===== config.mk =====
export PLATFORM = sky130hd
export DESIGN_NAME = ycbcr422_rgb565
export DESIGN_NICKNAME = d
export VERILOG_FILES = /design/src/rtl/ycbcr422_rgb565.sv
export SDC_FILE = /design/constraint.sdc
export NUM_CORES = 1
export LEC_CHECK = 0
export CORE_UTILIZATION = 46
export CTS_CLUSTER_DIAMETER = 40
export CTS_CLUSTER_SIZE = 40
export DETAILED_ROUTE_END_ITERATION = 6
export GPL_TIMING_DRIVEN = 0
export PLACE_DENSITY = 0.71
export SYNTH_ARGS = -nofsm -noshare
export SYNTH_HDL_FRONTEND = slang
export SYNTH_SLANG_ARGS = --single-unit

===== constraint.sdc =====
create_clock -name clk -period 5.05 [get_ports clk]
set_clock_uncertainty 0.05 [all_clocks]
set_input_delay 1.01 -clock clk [delete_from_list [all_inputs] [get_ports clk]]
set_output_delay 1.01 -clock clk [all_outputs]
set_load 0.03 [all_outputs]

===== src/rtl/ycbcr422_rgb565.sv =====
// YCbCr 4:2:2 byte stream (YUYV or UYVY) to RGB565 decoder with a 4-stage pipeline.
// Frame sync and line valid are delayed 5 clk to stay aligned with the pixel output.
module ycbcr422_rgb565 #(
  parameter int BYTE_ORDER = 0
) (
  input  logic       clk,
  input  logic       rst_n,
  input  logic       per_frame_vsync,
  input  logic       per_frame_href,
  input  logic       per_frame_clken,
  input  logic [7:0] per_img_data,
  output logic       post_frame_vsync,
  output logic       post_frame_href,
  output logic       post_frame_clken,
  output logic [4:0] post_img_red,
  output logic [5:0] post_img_green,
  output logic [4:0] post_img_blue
);

  logic [1:0] phase;
  logic       vsync_d;
  logic [7:0] y0_q, cb_q, y1_q, cr_q;
  logic       pending;
  logic       accept, vsync_rise, group_done;

  assign accept     = per_frame_clken & per_frame_href;
  assign vsync_rise = per_frame_vsync & ~vsync_d;
  assign group_done = accept & (phase == 2'd3) & ~vsync_rise & ~pending;

  always_ff @(posedge clk) begin
    if (!rst_n) begin
      phase   <= '0;
      vsync_d <= 1'b0;
      pending <= 1'b0;
      y0_q    <= '0;
      cb_q    <= '0;
      y1_q    <= '0;
      cr_q    <= '0;
    end else begin
      vsync_d <= per_frame_vsync;
      pending <= group_done;
      if (!per_frame_href || vsync_rise) phase <= '0;
      else if (accept)                   phase <= phase + 2'd1;
      if (accept) begin
        if (BYTE_ORDER == 0) begin
          case (phase)
            2'd0:    y0_q <= per_img_data;
            2'd1:    cb_q <= per_img_data;
            2'd2:    y1_q <= per_img_data;
            default: cr_q <= per_img_data;
          endcase
        end else begin
          case (phase)
            2'd0:    cb_q <= per_img_data;
            2'd1:    y0_q <= per_img_data;
            2'd2:    cr_q <= per_img_data;
            default: y1_q <= per_img_data;
          endcase
        end
      end
    end
  end

  // Pixel0 takes the group's last byte straight from the bus; pixel1 uses the held copy.
  logic [7:0] op_y, op_cb, op_cr;
  always_comb begin
    op_y  = y1_q;
    op_cb = cb_q;
    op_cr = cr_q;
    if (group_done) begin
      op_y = y0_q;
      if (BYTE_ORDER == 0) op_cr = per_img_data;
    end
  end

  // S0 operands
  logic              s0_valid;
  logic [7:0]        s0_y;
  logic signed [8:0] s0_dcb, s0_dcr;
  always_ff @(posedge clk) begin
    if (!rst_n) begin
      s0_valid <= 1'b0;
      s0_y     <= '0;
      s0_dcb   <= '0;
      s0_dcr   <= '0;
    end else begin
      s0_valid <= group_done | pending;
      if (group_done | pending) begin
        s0_y   <= op_y;
        s0_dcb <= $signed({1'b0, op_cb} - 9'd128);
        s0_dcr <= $signed({1'b0, op_cr} - 9'd128);
      end
    end
  end

  // S1 products, S2 sums
  logic signed [17:0] dcb_x, dcr_x;
  assign dcb_x = {{9{s0_dcb[8]}}, s0_dcb};
  assign dcr_x = {{9{s0_dcr[8]}}, s0_dcr};

  logic               s1_valid, s2_valid;
  logic signed [17:0] s1_y, s1_r, s1_gb, s1_gr, s1_b;
  logic signed [17:0] s2_r, s2_g, s2_b;
  always_ff @(posedge clk) begin
    if (!rst_n) begin
      s1_valid <= 1'b0;
      s1_y     <= '0;
      s1_r     <= '0;
      s1_gb    <= '0;
      s1_gr    <= '0;
      s1_b     <= '0;
      s2_valid <= 1'b0;
      s2_r     <= '0;
      s2_g     <= '0;
      s2_b     <= '0;
    end else begin
      s1_valid <= s0_valid;
      s1_y     <= $signed({2'b00, s0_y, 8'h00});
      s1_r     <= 18'sd359 * dcr_x;
      s1_gb    <= 18'sd88 * dcb_x;
      s1_gr    <= 18'sd183 * dcr_x;
      s1_b     <= 18'sd454 * dcb_x;
      s2_valid <= s1_valid;
      s2_r     <= s1_y + s1_r;
      s2_g     <= s1_y - s1_gb - s1_gr;
      s2_b     <= s1_y + s1_b;
    end
  end

  // Floor shift by 8 then clamp to 0..255: sign bit -> 0, bit 16 set -> 255.
  function automatic logic [7:0] sat8(input logic signed [17:0] s);
    if (s[17])      sat8 = 8'd0;
    else if (s[16]) sat8 = 8'd255;
    else            sat8 = s[15:8];
  endfunction

  logic [4:0] vs_sr, hr_sr;
  logic [7:0] r8, g8, b8;
  assign r8 = sat8(s2_r);
  assign g8 = sat8(s2_g);
  assign b8 = sat8(s2_b);

  // S3 pack; hr_sr[3] is next cycle's post_frame_href, used to blank RGB outside the line.
  always_ff @(posedge clk) begin
    if (!rst_n) begin
      vs_sr            <= '0;
      hr_sr            <= '0;
      post_frame_clken <= 1'b0;
      post_img_red     <= '0;
      post_img_green   <= '0;
      post_img_blue    <= '0;
    end else begin
      vs_sr            <= {vs_sr[3:0], per_frame_vsync};
      hr_sr            <= {hr_sr[3:0], per_frame_href};
      post_frame_clken <= s2_valid;
      if (!hr_sr[3]) begin
        post_img_red   <= '0;
        post_img_green <= '0;
        post_img_blue  <= '0;
      end else if (s2_valid) begin
        post_img_red   <= r8[7:3];
        post_img_green <= g8[7:2];
        post_img_blue  <= b8[7:3];
      end
    end
  end

  assign post_frame_vsync = vs_sr[4];
  assign post_frame_href  = hr_sr[4];

endmodule


## Word-level counts from Yosys, hierarchy flattened

Index checks and enable logic that the tools add are counted.

- Add/subtract/negate cells: 7
- Multipliers: 4
- Equality and inequality tests: 3
- Multiplexer cells: 8
- Bitwise gates (word level): 11
- Reductions and logical operators: 10

Operators with widths:

| kind | count |
|---|---|
| 2-to-1 mux 8 bit | 8 |
| adder 18 bit | 2 |
| subtractor 18 bit | 2 |
| multiplier 10 x 9 -> 18 bit (first input constant) | 1 |
| multiplier 9 x 9 -> 18 bit (first input constant) | 1 |
| subtractor 8 x 8 -> 9 bit (second input constant) | 2 |
| multiplier 9 x 9 -> 17 bit (first input constant) | 1 |
| multiplier 5 x 9 -> 14 bit (first input constant) | 1 |
| AND reduction 2 bit | 5 |
| AND 1 bit | 5 |
| inverter 1 bit | 5 |
| equality test 2 bit (second input constant) | 2 |
| OR reduction 3 bit | 1 |
| adder 2 x 1 -> 2 bit (second input constant) | 1 |
| equality test 2 x 1 -> 1 bit (second input constant) | 1 |
| logical NOT 2 bit | 1 |
| OR reduction 2 bit | 1 |
| logical NOT 1 bit | 1 |
| logical OR 1 bit | 1 |
| OR 1 bit | 1 |

- Register bits: 236
- Input bits: 13

## Longest topological paths before layout

Gate-level depths: netlist of the first run.

- Word-level depth: 7
- Gate-level depth with buffers: 18
- Depth with buffers taken out: 18

## Worst setup path before layout of the first run

Ideal clock, no wire load.

- Kind: register to register
- From: register s0_dcr[7]
- To: register s1_gr[17]
- Library setup time: 128 ps
- Data arrival time: 4370 ps
- Data required time: 4872 ps
- Path slack: 503 ps
- Stages on the path, launching flop included: 16
- Buffers on the path: 0
- Clock period less this slack: 4547 ps
- Path through: dfxtp_1 inv_1 ha_1 ha_1 fa_1 inv_1 fa_1 inv_1 fa_1 ha_1 o21a_1 a2111oi_2 o31ai_1 a21oi_1 xnor2_1 nor2_1

- Longest elaborated chain between the ends: 1

Ends and longest elaborated chain:

| item | line | source |
|---|---|---|
| from (decl) | 79 | `logic signed [8:0] s0_dcb, s0_dcr;` |
| from (signal assigned) | 91 | `s0_dcr <= $signed({1'b0, op_cr} - 9'd128);` |
| multiplier 9 x 9 -> 18 bit | 121 | `s1_gr <= 18'sd183 * dcr_x;` |
| to (signal assigned) | 121 |  |
| to (decl) | 102 | `logic signed [17:0] s1_y, s1_r, s1_gb, s1_gr, s1_b;` |

No other way between the ends.
A chain may end at the register's enable or synchronous reset.

## Final worst setup path of the first run

Same ends and word-level chain as after synthesis.

==> results of run 1 <==
kinds of logic after synthesis:
group / share of synthesized area
XOR/XNOR: 0.0426
buffers and inverters: 0.0734
AO/OA/AOI/OAI: 0.0874
adder cells (fa/ha/maj): 0.322
flip-flops: 0.298
multiplexers: 0.0488
AND/OR/NAND/NOR: 0.128
cell usage in the layout (no fill, tap or decap), drive strengths merged, types with 5 or more instances in the layout:
master / Yosys / final
and2: 30 / 30
a211oi: 8 / 8
nor3b: 5 / 5
o21ai: 28 / 28
or2: 8 / 8
nand3: 12 / 12
dfxtp: 171 / 171
a21oi: 67 / 67
nor2: 175 / 175
nand2b: 6 / 6
mux2i: 55 / 55
clkbuf: 23 / 42
nor3: 13 / 13
a21o: 17 / 17
inv: 192 / 200
nor2b: 7 / 7
nand2: 57 / 57
fa: 65 / 65
ha: 192 / 192
xnor2: 35 / 35
clkdlybuf4s50: 0 / 29
and3: 7 / 7
buf: 8 / 8
xor2: 21 / 21
power breakdown:
group	internal, mW	switching (mW)	total (mW)
clock	0.766	0.590	1.36
combinational	0.0194	0.0484	0.0678
sequential	1.35	0.00365	1.36
total	2.14	0.642	2.78
per-stage QoR:
| stage | hold WS [ns] | utilization |
|---|---|---|
| floorplan | 0.362 | - |
| global placement | 0.369 | 0.500 |
| detailed placement | 0.368 | 0.500 |
| CTS | 0.383 | 0.525 |
| global route | 0.397 | 0.526 |
| finish | 0.385 | 0.526 |
worst max-delay path by stage:
| stage | from | to | slack, ns | depth (start not counted) |
|---|---|---|---|---|
| finish | s0_dcr[7] | s1_gr[17] | 0.26 | 16 |
| global route | s0_dcr[7] | s1_r[17] | 0.02 | 16 |
| CTS | s0_dcr[7] | s1_gr[17] | 0.01 | 16 |
| detailed placement | s0_dcr[7] | s1_gr[17] | -0.31 | 16 |
| global placement | s0_dcr[7] | s1_gr[17] | -0.21 | 16 |
| floorplan | s0_dcr[7] | s1_gr[17] | 0.50 | 15 |
layer usage:
layer	GRT usage	share of wire	vias to the layer above
met5	0	0	-
met1	0.269	0.49	3862
met3	0.0239	0.029	37
met4	0.0740	0.024	0
met2	0.329	0.46	143
li1	-	-	4165
worst max-delay path: stages, from the launching register on:
cell	delay, ns
dfxtp_4	0.48
inv_1	0.20
ha_2	0.37
ha_1	0.34
inv_1	0.06
fa_1	0.53
inv_1	0.06
fa_1	0.47
ha_1	0.31
ha_1	0.36
a21oi_1	0.25
o21ai_1	0.14
a2111oi_2	0.38
o31ai_1	0.18
a21oi_1	0.26
xnor2_1	0.15
nor2_1	0.05
state kept, by name (all words and copies together), names as in the netlist, 10 cells and up:
register and cells:
s1_b 10, s1_gr 14, s1_gb 14, s1_r 14
final cells by class:
cell class	instances	area, µm²
Buffer	31	124
Clock buffer	19	443
Clock inverter	13	171
Fill cell	2231	11600
Inverter	192	721
Multi-Input combinational cell	858	7240
Sequential cell	171	3430
Tap cell	324	405
Timing Repair Buffer	29	290
what timing repair did:
action                                  in CTS  in global routing
endpoints found under the setup margin      12                  7
gates resized for setup                      1                  9
setup buffers                                0                  0
==> impl_metrics.toml, run 1 <==
[run_status]
outcome = "finished, final reports clean"

[setup_path]
worst-endpoint-required_ns = 5.30
r2r-end = "s1_gr[17]"
arrival_ns = 5.03
crit_path_start_kind = "register"
rrSetupSlack_ns = 0.26
setup_cp_type = "reg -> reg"
cp-end-kind = "register"
startpoint_of_the_most_critical_register_to_register_path = "s0_dcr[7]"
crit_fanout = 12
register_to_register_path_depth = 16

[drt]
route.antenna.remaining_nets = 0
avgViaCountPerCell = 5.01
totalWireLength_mm = 24.2
drt_pre_antenna_iters = 4
wire_per_inst_um = 14.8
detail_route.iter0.violations = 387
routed-via-count = 8207
detail_route.drc_violations = 0

[global_route]
wire_length_of_the_first_global_routing_pass_mm = 40.5
global_route.overflow_total = 0
grt_start_max_net_pins = 18
antenna_found_initial = 0
gr-usage-all-layers = 0.200
vias_in_the_first_global_route = 8174

[timing]
timing.setup.tns_ns = 0
fmaxAchievable_mhz = 209
finalWorstSetupSlack_ns = 0.264
worst-slew-pin-transition_ns = 0.819
report.final.setup_viol = 0
grt_setup_unrepaired = "false"
hold_violations_final = 0
max_slew_margin = 0.454
min_period_ns = 4.79
final-max-slew-violation-count = 0
post-route-period-util = 0.948

[floorplanning]
floorplan.initialDensity = 0.472
die_y_um = 160
fp.coreArea_um2 = 24400
top_level_ports = 32
design.die.area_um2 = 25600
placementRows = 57
die_width_um = 160

[finish]
insertedDiodeCount = 0
nNetsFinal = 1570
layout.cell_area.non_filler_um2 = 12800
post_route_cells_drive_above_1_share = 0.0449
layoutNonFillerInstCount = 1637
areaGrowthSynthToFinish_pct = 11.6

[clock_tree]
cts_clock_pin_slew_for_the_worst_setup_and_hold_paths_ns = 0.07
clock-sinks = 171
cts_buffer_depth = 2
worstSkewPairLatency_ns = 0.43
cts_made_buffers = 17
clock_tree.root_cell = "clkbuf_16"
cts_tree = "built"
postCtsHoldBufs = 0
cts_max_level = 4

[placed_design]
post_dp_cell_area_um2 = 12200
finalWeightedCongestion = 0.843
placement.setup.worst_slack_ns = -0.307
numPlacedInstances = 1605
numPortBuffers = 29
hpwl_mm = 19.5

[hold_path]
worst_hold_path.endpoint = "hr_sr[3]"
hold_class = "reg -> reg"
hold_start = "hr_sr[2]"
hold_depth = 1

[logic_synthesis]
ys_dominant_reg_cell = "dfxtp_1"
synth.top_cells.by_area = "dfxtp_1 (30%), ha_1 (21%), fa_1 (11%), inv_1 (6.2%), nor2_1 (5.7%)"
synth.top_cell.area_share = 0.298
synthTopCellsByCount = "ha_1 (192), inv_1 (191), nor2_1 (175)"
most_instantiated_library_cell_after_synthesis = "ha_1"
postSynthNetCount = 1522
synth-warning-count = 0
netlist_instances = 1252
synth_async_sr_flop_share = 0
yosys_register_bits = 171
post-synth-top-area-cell = "dfxtp_1"
netlist_area_um2 = 11500
seq_area_frac_synth = 0.298
synth_cell_types = 57
avgSynthCellArea_um2 = 9.19
synth_edf_count = 0

[power_and_ir_drop]
cellLeakagePower_nw = 6.43
cellPowerDensity_nw_per_um2 = 217
power_mw = 2.78
max-vdd-ir-drop_uv = 218

[job]
max_cap_viol_count = 0
(Power assumes the default switching activity.)
==> inputs of run 2 (changes only) <==
Settings changed: ABC_AREA from default to 1, CAP_MARGIN from default to 5.
==> impl_metrics.toml, run 2 <==
[logic_synthesis]
synth.top_cell.area_share = 0.276
synth_async_sr_flop_share = 0
post-synth-top-area-cell = "dfxtp_1"
seq_area_frac_synth = 0.276
ys_dominant_reg_cell = "dfxtp_1"
netlist_instances = 1639
postSynthNetCount = 1909
most_instantiated_library_cell_after_synthesis = "nand2_1"
synthTopCellsByCount = "nand2_1 (335), inv_1 (311), ha_1 (192)"
synth-warning-count = 0
yosys_register_bits = 171
synth.top_cells.by_area = "dfxtp_1 (28%), ha_1 (19%), fa_1 (10%), nand2_1 (10%), inv_1 (9.4%)"
netlist_area_um2 = 12400
synth_edf_count = 0
synth_cell_types = 35
avgSynthCellArea_um2 = 7.57

[setup_path]
crit_fanout = 14
cp-end-kind = "register"
crit_path_start_kind = "register"
worst-endpoint-required_ns = 5.36
arrival_ns = 5.00
setup_cp_type = "reg -> reg"

[clock_tree]
postCtsHoldBufs = 0
cts_made_buffers = 17
cts_setup_buffers = 0
cts_tree = "built"
cts_clock_pin_slew_for_the_worst_setup_and_hold_paths_ns = 0.07
clock-sinks = 171
clock_tree.root_cell = "clkbuf_16"
worstSkewPairLatency_ns = 0.43
cts_buffer_depth = 2
cts_max_level = 4

[timing]
final-max-slew-violation-count = 0
timing.setup.tns_ns = 0
post-route-period-util = 0.929
report.final.setup_viol = 0
worst-slew-pin-transition_ns = 0.767
min_period_ns = 4.69
hold_violations_final = 0
max_slew_margin = 0.489
finalWorstSetupSlack_ns = 0.360
grt_setup_unrepaired = "false"
hold_ws_ns = 0.365
fmaxAchievable_mhz = 213

[placed_design]
numPortBuffers = 30
finalWeightedCongestion = 0.937
numPlacedInstances = 2004
post_dp_cell_area_um2 = 13100
placement.setup.worst_slack_ns = 0.00573
hpwl_mm = 23.2

[power_and_ir_drop]
clock_power_share = 0.483
max-vdd-ir-drop_uv = 165
cellLeakagePower_nw = 7.32
cell_internal_pwr_mw = 2.15
combinationalPowerShare = 0.030
p_switching_uw = 637
power_mw = 2.79
pwr-share-seq = 0.487
cellPowerDensity_nw_per_um2 = 203
power_switching_share = 0.228

[floorplanning]
design.die.area_um2 = 27600
top_level_ports = 32
fp.coreArea_um2 = 26300
die_y_um = 166
die_width_um = 166
placementRows = 59
floorplan.initialDensity = 0.472

[finish]
layout.cell_area.non_filler_um2 = 13700
post_route_cells_drive_above_1_share = 0.0429
largest_registers = "s1_gb (14), s1_gr (14), s1_r (14)"
layoutNonFillerInstCount = 2036
areaGrowthSynthToFinish_pct = 10.7
insertedDiodeCount = 0
fillers = 2517
fin_util = 0.523
nNetsFinal = 1958
layout_commonest_cell = "nand2_1"
layout_common_cells = "nand2_1 (335), inv_1 (311), ha_1 (192)"

[drt]
route.antenna.remaining_nets = 0
detail_route.drc_violations = 5
avgViaCountPerCell = 5.06
drt_pre_antenna_iters = 7
totalWireLength_mm = 28.6
routed-via-count = 10299
wire_per_inst_um = 14.1
detail_route.iter0.violations = 619

[global_route]
antenna_found_initial = 0
vias_in_the_first_global_route = 10061
grt_start_max_net_pins = 17
wire_length_of_the_first_global_routing_pass_mm = 48.6
global_route.overflow_total = 0
gr-usage-all-layers = 0.217

[hold_path]
hold_class = "reg -> reg"

[run_status]
failing_checks = "DRC"
outcome = "finished with violations"

[job]
max_cap_viol_count = 0
run 2: logic make-up after synthesis:
family          synth area share
compound gates             0.113
buf+inv                    0.108
simple gates               0.196
xor+xnor                 0.00847
fa+ha+maj                  0.298
flops                      0.276
run 2: worst paths after layout:
kind,slack [ns],cells past startpoint,startpoint,endpoint
worst max-delay path,0.36,16,s0_dcr[7],s1_gr[17]
worst min-delay path,0.36,2,vs_sr[2],vs_sr[3]
worst max register to register,0.36,16,s0_dcr[7],s1_gr[17]
worst min register to register,0.36,2,vs_sr[2],vs_sr[3]
run 2: power groups by stage:
stage | registers [mW] | logic, mW | clock network [mW]
2_1_floorplan | 1.39 | 0.0472 | 0
3_3_place_gp | 1.39 | 0.0830 | 0
3_5_place_dp | 1.39 | 0.0838 | 0
4_1_cts | 1.36 | 0.0844 | 1.36
5_1_grt | 1.36 | 0.0936 | 1.42
6_report | 1.36 | 0.0848 | 1.35
run 2: critical path, cell delays in order (launching register included):
cell and delay, ns:
dfxtp_2 0.62, inv_1 0.28, ha_1 0.47, ha_1 0.29
fa_1 0.53, inv_1 0.05, fa_1 0.52, inv_1 0.05
fa_1 0.45, ha_1 0.38, a21oi_1 0.22, nand2_1 0.15
nand4_1 0.11, nand3_1 0.15, nand2_1 0.10, nand2_1 0.06
nor2_1 0.12
run 2: timing repair:
action                     in CTS  in global routing
resized for setup               1                  0
hold endpoints to repair        0                  0
setup endpoints to repair       1                  0
run 2: cell type report:
type	instances	area, µm²	area share
clock buffers	20	457	0.0332
inverters	316	1190	0.0866
well taps	335	419	0.0305
multi-input cells	1123	7650	0.557
clock inverters	12	153	0.0111
flip-flops and latches	171	3420	0.249
plain buffers	29	149	0.0108
repair buffers	30	300	0.0219
run 2: per-layer routing:
layer  vias up  track usage  wire length [µm]
li1       5283            -                 -
met1      4767        0.287             13600
met2       220        0.374             13500
met3        29       0.0322              1270
met4         0       0.0491               352
met5         -            0                 0
